--- src/rtl/instruction_fetch_unit_pkg.sv ---
// Shared types and constants for the instruction fetch unit and its fetch buffer.
package instruction_fetch_unit_pkg;

  localparam int unsigned XLEN              = 32;
  localparam int unsigned INSTRUCTION_WIDTH = 32;
  localparam int unsigned INSTRUCTION_BYTES = 4;

  typedef struct packed {
    logic [XLEN-1:0]              pc;
    logic [INSTRUCTION_WIDTH-1:0] instruction;
  } fetch_entry_t;

  function automatic logic is_misaligned(input logic [XLEN-1:0] address);
    return address[1:0] != 2'b00;
  endfunction

endpackage

--- src/rtl/instruction_fetch_unit_if.sv ---
// Fetch-to-decode valid/ready channel carrying {pc, instruction}.
interface instruction_fetch_unit_if;

  logic                                                 out_valid;
  logic                                                 out_ready;
  logic [instruction_fetch_unit_pkg::XLEN-1:0]              out_pc;
  logic [instruction_fetch_unit_pkg::INSTRUCTION_WIDTH-1:0] out_instruction;

  modport master (output out_valid, output out_pc, output out_instruction, input out_ready);
  modport slave  (input out_valid, input out_pc, input out_instruction, output out_ready);

endinterface

--- src/rtl/instruction_fetch_unit_fetch_buffer.sv ---
// Synchronous FIFO of fetch entries; flush dominates push and pop.
module instruction_fetch_unit_fetch_buffer
  import instruction_fetch_unit_pkg::*;
#(
  parameter int unsigned DEPTH = 2
) (
  input  logic                     clk,
  input  logic                     rst_n,
  input  logic                     push,
  input  logic                     pop,
  input  logic                     flush,
  input  fetch_entry_t             wr_entry,
  output fetch_entry_t             head,
  output logic [$clog2(DEPTH):0]   count,
  output logic                     full,
  output logic                     empty
);

  localparam int unsigned AW = $clog2(DEPTH);

  fetch_entry_t   mem [DEPTH];
  logic [AW-1:0]  wr_ptr;
  logic [AW-1:0]  rd_ptr;
  logic           do_push;
  logic           do_pop;

  assign empty   = (count == '0);
  assign full    = (count == (AW+1)'(DEPTH));
  assign do_pop  = pop && !empty;
  // A push into a full buffer is legal only when the head leaves in the same cycle.
  assign do_push = push && (!full || do_pop);
  assign head    = mem[rd_ptr];

  always_ff @(posedge clk or negedge rst_n) begin
    if (!rst_n) begin
      wr_ptr <= '0;
      rd_ptr <= '0;
      count  <= '0;
    end else if (flush) begin
      wr_ptr <= '0;
      rd_ptr <= '0;
      count  <= '0;
    end else begin
      if (do_push) wr_ptr <= wr_ptr + 1'b1;
      if (do_pop)  rd_ptr <= rd_ptr + 1'b1;
      case ({do_push, do_pop})
        2'b10:   count <= count + 1'b1;
        2'b01:   count <= count - 1'b1;
        default: count <= count;
      endcase
    end
  end

  always_ff @(posedge clk) begin
    if (do_push && !flush) mem[wr_ptr] <= wr_entry;
  end

endmodule

--- src/rtl/instruction_fetch_unit.sv ---
// Program counter sequencer for the async-read instruction ROM, feeding decode through a fetch buffer.
module instruction_fetch_unit
  import instruction_fetch_unit_pkg::*;
#(
  parameter int unsigned     DEPTH_WORDS  = 1024,
  parameter logic [XLEN-1:0] RESET_VECTOR = '0,
  parameter int unsigned     FIFO_DEPTH   = 2
) (
  input  logic                         clk,
  input  logic                         rst_n,
  input  logic                         halt,
  input  logic                         redirect_valid,
  input  logic [XLEN-1:0]              redirect_pc,
  output logic [XLEN-1:0]              rom_address,
  input  logic [INSTRUCTION_WIDTH-1:0] rom_instruction,
  instruction_fetch_unit_if.master     out_bus,
  output logic                         fault,
  output logic [XLEN-1:0]              fault_pc
);

  localparam logic [XLEN:0] PC_LIMIT =
    (XLEN+1)'(longint'(DEPTH_WORDS) * longint'(INSTRUCTION_BYTES));

  logic [XLEN-1:0]               pc;
  logic                          range_err;
  logic                          pop;
  logic                          flush;
  logic                          fetch_en;
  fetch_entry_t                  wr_entry;
  fetch_entry_t                  head;
  logic [$clog2(FIFO_DEPTH):0]   count;
  logic                          full;
  logic                          empty;

  assign rom_address = pc;
  assign range_err   = ({1'b0, pc} >= PC_LIMIT);
  assign pop         = out_bus.out_valid && out_bus.out_ready;
  // Redirects are dropped entirely once faulted, so the flush is gated by fault too.
  assign flush       = redirect_valid && !fault;
  assign fetch_en    = !halt && !fault && !redirect_valid && !range_err && (!full || pop);
  assign wr_entry    = '{pc: pc, instruction: rom_instruction};

  always_ff @(posedge clk or negedge rst_n) begin
    if (!rst_n) begin
      pc       <= RESET_VECTOR;
      fault    <= 1'b0;
      fault_pc <= '0;
    end else if (flush) begin
      if (is_misaligned(redirect_pc)) begin
        fault    <= 1'b1;
        fault_pc <= redirect_pc;
      end else begin
        pc <= redirect_pc;
      end
    end else if (range_err && !fault) begin
      fault    <= 1'b1;
      fault_pc <= pc;
    end else if (fetch_en) begin
      pc <= pc + XLEN'(INSTRUCTION_BYTES);
    end
  end

  instruction_fetch_unit_fetch_buffer #(
    .DEPTH (FIFO_DEPTH)
  ) u_fetch_buffer (
    .clk      (clk),
    .rst_n    (rst_n),
    .push     (fetch_en),
    .pop      (pop),
    .flush    (flush),
    .wr_entry (wr_entry),
    .head     (head),
    .count    (count),
    .full     (full),
    .empty    (empty)
  );

  assign out_bus.out_valid       = !empty;
  assign out_bus.out_pc          = head.pc;
  assign out_bus.out_instruction = head.instruction;

  count_in_range: assert property (@(posedge clk) disable iff (!rst_n)
    32'(count) <= FIFO_DEPTH);

endmodule

--- src/flat_wrapper.sv ---
// flat-port wrapper written by rule: the top's interface ports become plain ports
module instruction_fetch_unit_flat import instruction_fetch_unit_pkg::*;
#(
  parameter int unsigned     DEPTH_WORDS  = 1024,
  parameter logic [XLEN-1:0] RESET_VECTOR = '0,
  parameter int unsigned     FIFO_DEPTH   = 2
)
  (clk, rst_n, halt, redirect_valid, redirect_pc, rom_address, rom_instruction, fault, fault_pc, out_bus_out_valid, out_bus_out_pc, out_bus_out_instruction, out_bus_out_ready);
  instruction_fetch_unit_if out_bus_i ();
  input  logic clk;
  input  logic rst_n;
  input  logic halt;
  input  logic redirect_valid;
  input  logic [XLEN-1:0] redirect_pc;
  output logic [XLEN-1:0] rom_address;
  input  logic [INSTRUCTION_WIDTH-1:0] rom_instruction;
  output logic fault;
  output logic [XLEN-1:0] fault_pc;
  output wire logic [$bits(out_bus_i.out_valid)-1:0] out_bus_out_valid;
  output wire logic [$bits(out_bus_i.out_pc)-1:0] out_bus_out_pc;
  output wire logic [$bits(out_bus_i.out_instruction)-1:0] out_bus_out_instruction;
  input wire logic [$bits(out_bus_i.out_ready)-1:0] out_bus_out_ready;
  assign out_bus_out_valid = out_bus_i.out_valid;
  assign out_bus_out_pc = out_bus_i.out_pc;
  assign out_bus_out_instruction = out_bus_i.out_instruction;
  assign out_bus_i.out_ready = out_bus_out_ready;
  instruction_fetch_unit #(.DEPTH_WORDS(DEPTH_WORDS), .RESET_VECTOR(RESET_VECTOR), .FIFO_DEPTH(FIFO_DEPTH)) u_core (.clk(clk), .rst_n(rst_n), .halt(halt), .redirect_valid(redirect_valid), .redirect_pc(redirect_pc), .rom_address(rom_address), .rom_instruction(rom_instruction), .out_bus(out_bus_i), .fault(fault), .fault_pc(fault_pc));
endmodule
--- config.mk ---
export PLATFORM = sky130hd
export DESIGN_NAME = instruction_fetch_unit_flat
export DESIGN_NICKNAME = d
export VERILOG_FILES = /design/src/rtl/instruction_fetch_unit_pkg.sv /design/src/rtl/instruction_fetch_unit_if.sv /design/src/rtl/instruction_fetch_unit_fetch_buffer.sv /design/src/rtl/instruction_fetch_unit.sv /design/src/flat_wrapper.sv
export SDC_FILE = /design/constraint.sdc
export NUM_CORES = 1
export LEC_CHECK = 0
export ABC_AREA = 1
export CORE_ASPECT_RATIO = 1.5
export CORE_MARGIN = 8
export CORE_UTILIZATION = 45
export DETAILED_ROUTE_END_ITERATION = 8
export PLACE_DENSITY = 0.73
export SETUP_SLACK_MARGIN = 0.02
export SYNTH_ARGS = -nofsm -noshare
export SYNTH_HDL_FRONTEND = slang
export SYNTH_SLANG_ARGS = --single-unit
--- constraint.sdc ---
create_clock -name clk -period 11.4 [get_ports clk]
set_input_delay 1.71 -clock clk [delete_from_list [all_inputs] [get_ports clk]]
set_output_delay 1.71 -clock clk [all_outputs]
set_load 0.01 [all_outputs]
==> impl_metrics.py, run 1 <==
metrics = {
    "outcome": {
        "run_status": "completed",
    },
    "worst_hold_path": {
        "holdPathStages": 2,
        "hold_path_end": "u_core.fault_pc[4]",
        "hold_path.startpoint": "u_core.fault_pc[4]",
        "hold_class": "flop to flop",
    },
    "cells_and_area": {
        "postLayoutCellArea_um2": 11700,
        "diodes": 0,
        "nets": 1214,
        "final_util_pct": 59.8,
        "final_layout_size_suffix_gt1_share_pct": 6.75,
        "area_delta_synth_final_pct": 31.2,
    },
    "floorplanning": {
        "io_pins": 199,
        "core_um2": 19600,
        "rows": 63,
        "die_h_um": 189,
        "die_x_um": 131,
        "die_area_um2": 24700,
        "initial_core_util_pct": 45.5,
    },
    "place": {
        "routabilityCongestion": 0.857,
        "io_buffers": 198,
        "placed_cell_area_um2": 11100,
        "dp_hpwl_mm": 15.8,
    },
    "critical_path": {
        "cp.required_ns": 9.69,
        "reg2reg_depth": 6,
        "rr_startpoint": "u_core.rom_address[21]",
        "crit_path_max_fanout": 65,
        "startpoint_type": "flop",
        "worstSetupEndpointType": "output pin",
        "worst_r2r_endpoint": "u_core.u_fetch_buffer.mem[0][42]",
        "reg2reg_setup_slack_ns": 8.65,
        "path_class": "flop to output pin",
        "arrival_ns": 2.83,
    },
    "synthesis": {
        "ys_seq_area_share_pct": 62.3,
        "ys_ff_latch": 197,
        "async_flop_share_pct": 35.0,
        "ys_warn_count": 0,
        "ys_top_cells_by_area": "edfxtp_1, dfrtp_1, nand2_1, nand3_1, nor2_1",
        "synth_common_cells": "nand2_1, edfxtp_1, nand3_1",
        "synth_ff_type": "edfxtp_1",
        "synth.top_cell.area_share_pct": 43.0,
        "yosysMostFrequentCell": "nand2_1",
        "synthDistinctLibCells": 37,
        "syn_area_per_cell_um2": 9.33,
        "netlist_instances": 958,
        "synthesis.nets": 1030,
        "synth_top_cell_by_area": "edfxtp_1",
        "synth_edf_count": 128,
        "netlist_area_um2": 8940,
    },
    "sta": {
        "slew_violations": 0,
        "period_share_pct": 39.8,
        "rsz0062_at_grt": "no",
        "skew_ns": 0.0102,
        "finalSetupViolCount": 0,
        "hold_viol": 0,
        "fin_tns_setup_ns": 0,
        "clock.fmax_mhz": 220,
        "max_slew_margin_pct": 37.6,
        "min_period_ns": 4.54,
        "worstMarginPinSlew_ns": 0.934,
    },
    "route": {
        "drc": 0,
        "ant_nets": 0,
        "routed_wl_mm": 22.8,
        "drt_iter0_markers": 646,
        "detail_route.vias_per_cell": 4.99,
        "vias": 7056,
        "wl_per_cell_um": 16.1,
        "dr.pass1.iters": 6,
    },
    "cts": {
        "h-tree-depth": 4,
        "clock_latency_ns": 0.43,
        "cts_resized": 0,
        "cts-root-buf": "clkbuf_16",
        "cts_made_buffers": 17,
        "cts_sinks": 197,
        "postCtsHoldBufs": 0,
        "post_cts_buffers": 0,
        "clk_pin_slew_ns": 0.07,
        "cts_max_path_buffers": 2,
        "cts_tree": "yes",
    },
    "grt": {
        "grt_pass1_vias": 7108,
        "overflow": 0,
        "grt_first_pass_wirelength_mm": 36.9,
        "track_usage_pct": 19.1,
        "antenna_found_initial": 0,
        "grt_max_degree": 89,
    },
    "power": {
        "p_per_area_nw_per_um2": 155,
        "ir_worst_vdd_mv": 0.103,
        "p_leak_nw": 5.03,
    },
    "flow_run": {
        "maxCapViolCount": 0,
    },
}
## cell usage in the layout, fill, tap and decap left out, types with 6 or more instances in the layout
cell,netlist,final
nor2_1,55,53
nor2_4,6,8
dfrtp_1,69,68
nand3_1,78,78
nand2_1,438,438
a21oi_1,6,6
buf_4,0,8
nand4_1,12,12
inv_1,42,41
o21ai_0,30,30
clkbuf_16,0,19
clkdlybuf4s50_1,0,197
nor2_2,7,7
inv_2,7,8
edfxtp_1,128,128
## stage by stage
stage          hold slack, ns  setup slack, ns  cells  power (W)
2_1_floorplan           0.522             6.01    958   0.000991
3_3_place_gp            0.493             7.04   1383    0.00121
3_5_place_dp            0.493             6.96   1383    0.00121
4_1_cts                 0.515             6.77   1415    0.00184
5_1_grt                 0.546             6.59   1415    0.00190
6_report                0.514             6.86   1415    0.00182
## routing by layer
metal | track usage [%] | vias to the layer above | wire [µm]
li1 | - | 3507 | -
met2 | 32.5 | 238 | 11600
met4 | 6.92 | 0 | 472
met5 | 0 | - | 0
met3 | 3.74 | 34 | 1430
met1 | 23.3 | 3277 | 9300
## area by class of cell
| type | count | area (µm²) |
|---|---|---|
| fill | 1687 | 7900 |
| inverter | 50 | 188 |
| clock buffer | 22 | 487 |
| clock inverter | 10 | 143 |
| tap | 260 | 325 |
| timing repair buffer | 206 | 2040 |
| multi-input combinational | 670 | 2980 |
| sequential | 197 | 5570 |
## sequential cells by signal, indices dropped and copies added (netlist names)
register and flops:
u_core.u_fetch_buffer.mem 128, u_core.fault_pc 32, u_core.rom_address 32, u_core.u_fetch_buffer.count 2, u_core.fault 1, u_core.u_fetch_buffer.rd_ptr 1
u_core.u_fetch_buffer.wr_ptr 1
## critical path, cell delays in order (launching register included)
cell,delay [ns]
dfrtp_2,0.39
buf_4,0.34
inv_2,0.36
buf_4,0.51
nand2_1,0.09
nand2_1,0.09
clkdlybuf4s50_1,0.57
## cells by family (layout without fill, tap and decap cells)
family | Yosys count | after routing | share of synthesized area (%)
simple gates | 608 | 608 | 28.7
fa+ha+maj | 3 | 3 | 0.420
flops | 197 | 197 | 62.3
xor+xnor | 2 | 2 | 0.196
compound gates | 57 | 57 | 3.85
buf+inv | 91 | 288 | 4.52
## where the power goes
part           internal [W]  switching (W)
registers          0.000778      0.0000182
clock network      0.000373       0.000257
logic              0.000182       0.000209
total               0.00133       0.000484
## how the worst max path moves through the flow
stage | from | end | depth (start not counted)
3_5_place_dp | redirect_valid | u_core.rom_address[29] | 8
4_1_cts | u_core.u_fetch_buffer.rd_ptr | out_bus_out_pc[20] | 6
5_1_grt | u_core.u_fetch_buffer.rd_ptr | out_bus_out_pc[16] | 6
3_3_place_gp | redirect_valid | u_core.fault_pc[13] | 10
2_1_floorplan | redirect_valid | u_core.u_fetch_buffer.mem[0][0] | 5
6_report | u_core.u_fetch_buffer.rd_ptr | out_bus_out_pc[14] | 6
Note: power is estimated with default switching activity, not from simulation.
==> run 2: changes to the inputs <==
clock period = 4.75 ns   (was 11.4 ns; I/O delays follow)
==> run 2 against run 1 <==
Compared with the run above:
- sequential power increased by 140%
- combinational power increased by 140%
- sequential cell count unchanged
- critical path depth decreased by 2
- hold slack got worse by 0.12 ns
- non-clock buffer count increased by 1
- register-to-register slack got worse by 6.8 ns
- critical endpoint is now out_bus_out_pc[20]
- sequential share of layout area increased by 0.16 points
- largest cell class unchanged
- critical path type unchanged
- clock power increased by 130%
- clock skew increased by 0.0055 ns
- first-iteration DRC count decreased by 0.31%
- global-route usage decreased by 0.45 points
==> impl_metrics.py, run 2 (same netlist as run 1, synthesis figures left out) <==
metrics = {
    "sta": {
        "fin_tns_setup_ns": 0,
        "finalSetupViolCount": 0,
        "worstMarginPinSlew_ns": 1.14,
        "rsz0062_at_grt": "no",
        "clock.fmax_mhz": 313,
        "skew_ns": 0.0158,
        "hold_viol": 0,
        "max_slew_margin_pct": 23.8,
        "slew_violations": 0,
        "min_period_ns": 3.20,
        "period_share_pct": 67.3,
    },
    "power": {
        "p_per_area_nw_per_um2": 365,
        "fin_total_pwr_w": 0.00427,
        "ir_worst_vdd_mv": 0.250,
        "p_leak_nw": 5.01,
    },
    "critical_path": {
        "crit_path_max_fanout": 66,
        "path_class": "flop to output pin",
        "arrival_ns": 2.49,
        "worstSetupEndpointType": "output pin",
        "startpoint_type": "flop",
        "cp.required_ns": 4.04,
    },
    "cts": {
        "cts_tree": "yes",
        "clk_pin_slew_ns": 0.08,
        "cts-root-buf": "clkbuf_16",
        "clock_latency_ns": 0.43,
        "cts_max_path_buffers": 2,
        "cts_made_buffers": 17,
        "post_cts_buffers": 0,
        "postCtsHoldBufs": 0,
        "h-tree-depth": 4,
        "cts_sinks": 197,
        "cts_resized": 0,
    },
    "flow_run": {
        "maxCapViolCount": 0,
    },
    "route": {
        "ant_nets": 0,
        "met2RoutedLength_mm": 11.7,
        "dr.pass1.iters": 6,
        "routed-wl-met3_mm": 1.46,
        "vias": 7090,
        "wl_met1_mm": 9.30,
        "wl_per_cell_um": 16.2,
        "routed_wl_mm": 22.9,
        "detail_route.vias_per_cell": 5.01,
        "drt_iter0_markers": 644,
        "drc": 0,
        "top_layer": "met4",
    },
    "cells_and_area": {
        "mostFrequentLayoutCells": "nand2_1, clkdlybuf4s50_1, edfxtp_1",
        "multi_input_area_um2": 2980,
        "nFillCells": 1635,
        "final_layout_size_suffix_gt1_share_pct": 6.83,
        "nets": 1215,
        "ff_latch_area_um2": 5570,
        "regMostFlops": "u_core.u_fetch_buffer.mem",
        "area_delta_synth_final_pct": 30.8,
        "layout_commonest_cell": "nand2_1",
        "largest_reg_flops": 128,
        "diodes": 0,
    },
    "floorplanning": {
        "die_area_um2": 24700,
        "io_pins": 199,
        "die_h_um": 189,
        "initial_core_util_pct": 45.5,
        "die_x_um": 131,
        "rows": 63,
        "core_um2": 19600,
    },
    "place": {
        "io_buffers": 198,
        "routabilityCongestion": 0.860,
        "dp_hpwl_mm": 16.1,
    },
    "grt": {
        "grt_pass1_vias": 6754,
        "overflow": 0,
        "antenna_found_initial": 0,
        "grt_first_pass_wirelength_mm": 36.0,
        "track_usage_pct": 18.7,
        "grt_max_degree": 67,
    },
    "worst_hold_path": {
        "hold_class": "input port to asynchronous set/reset pin",
    },
    "outcome": {
        "run_status": "completed",
    },
}
-- run 2: power breakdown --
part	switching, W	internal (W)
Combinational	0.000501	0.000435
Sequential	0.0000455	0.00187
Clock	0.000632	0.000786
-- run 2: worst paths after layout --
path                                              start                      to  slack (ns)  cells past startpoint
max                        u_core.u_fetch_buffer.rd_ptr      out_bus_out_pc[20]        1.55                      4
min                                               rst_n  u_core.rom_address[13]        0.40                      1
max reg2reg                      u_core.rom_address[14]      u_core.fault_pc[1]        1.88                      9
min reg2reg                          u_core.fault_pc[5]      u_core.fault_pc[5]        0.51                      2
max in group asynchronous                         rst_n     u_core.fault_pc[25]        3.40                      2
min in group clk                     u_core.fault_pc[5]      u_core.fault_pc[5]        0.51                      2
-- run 2: cell type report --
type	instances	share of cell area [%]
multi-input cells	670	25.5
clock inverters	13	1.27
flip-flops and latches	197	47.7
inverters	50	1.61
clock buffers	19	3.70
well taps	260	2.78
repair buffers	207	17.5
-- run 2: metal layers --
layer / vias up / global-route usage (%)
met4: 0 / 7.05
met5: - / 0
met1: 3294 / 22.4
li1: 3505 / -
met2: 258 / 31.7
met3: 33 / 3.90
-- run 2: critical path, cell delays in order (launching register included) --
cell             delay, ns
dfrtp_2               0.40
inv_2                 0.82
nand2_1               0.10
nand2_1               0.16
clkdlybuf4s50_1       0.55
-- run 2: stage by stage --
step	cells	util (%)	instance area (µm²)	hold slack [ns]	worst slack (ns)
finish	1416	59.6	11700	0.398	1.55
global placement	1384	56.6	11100	0.492	1.56
global route	1416	59.6	11700	0.451	1.28
detailed placement	1384	56.6	11100	0.492	1.51
CTS	1416	59.6	11700	0.413	1.48
floorplan	958	-	8940	0.417	0.355
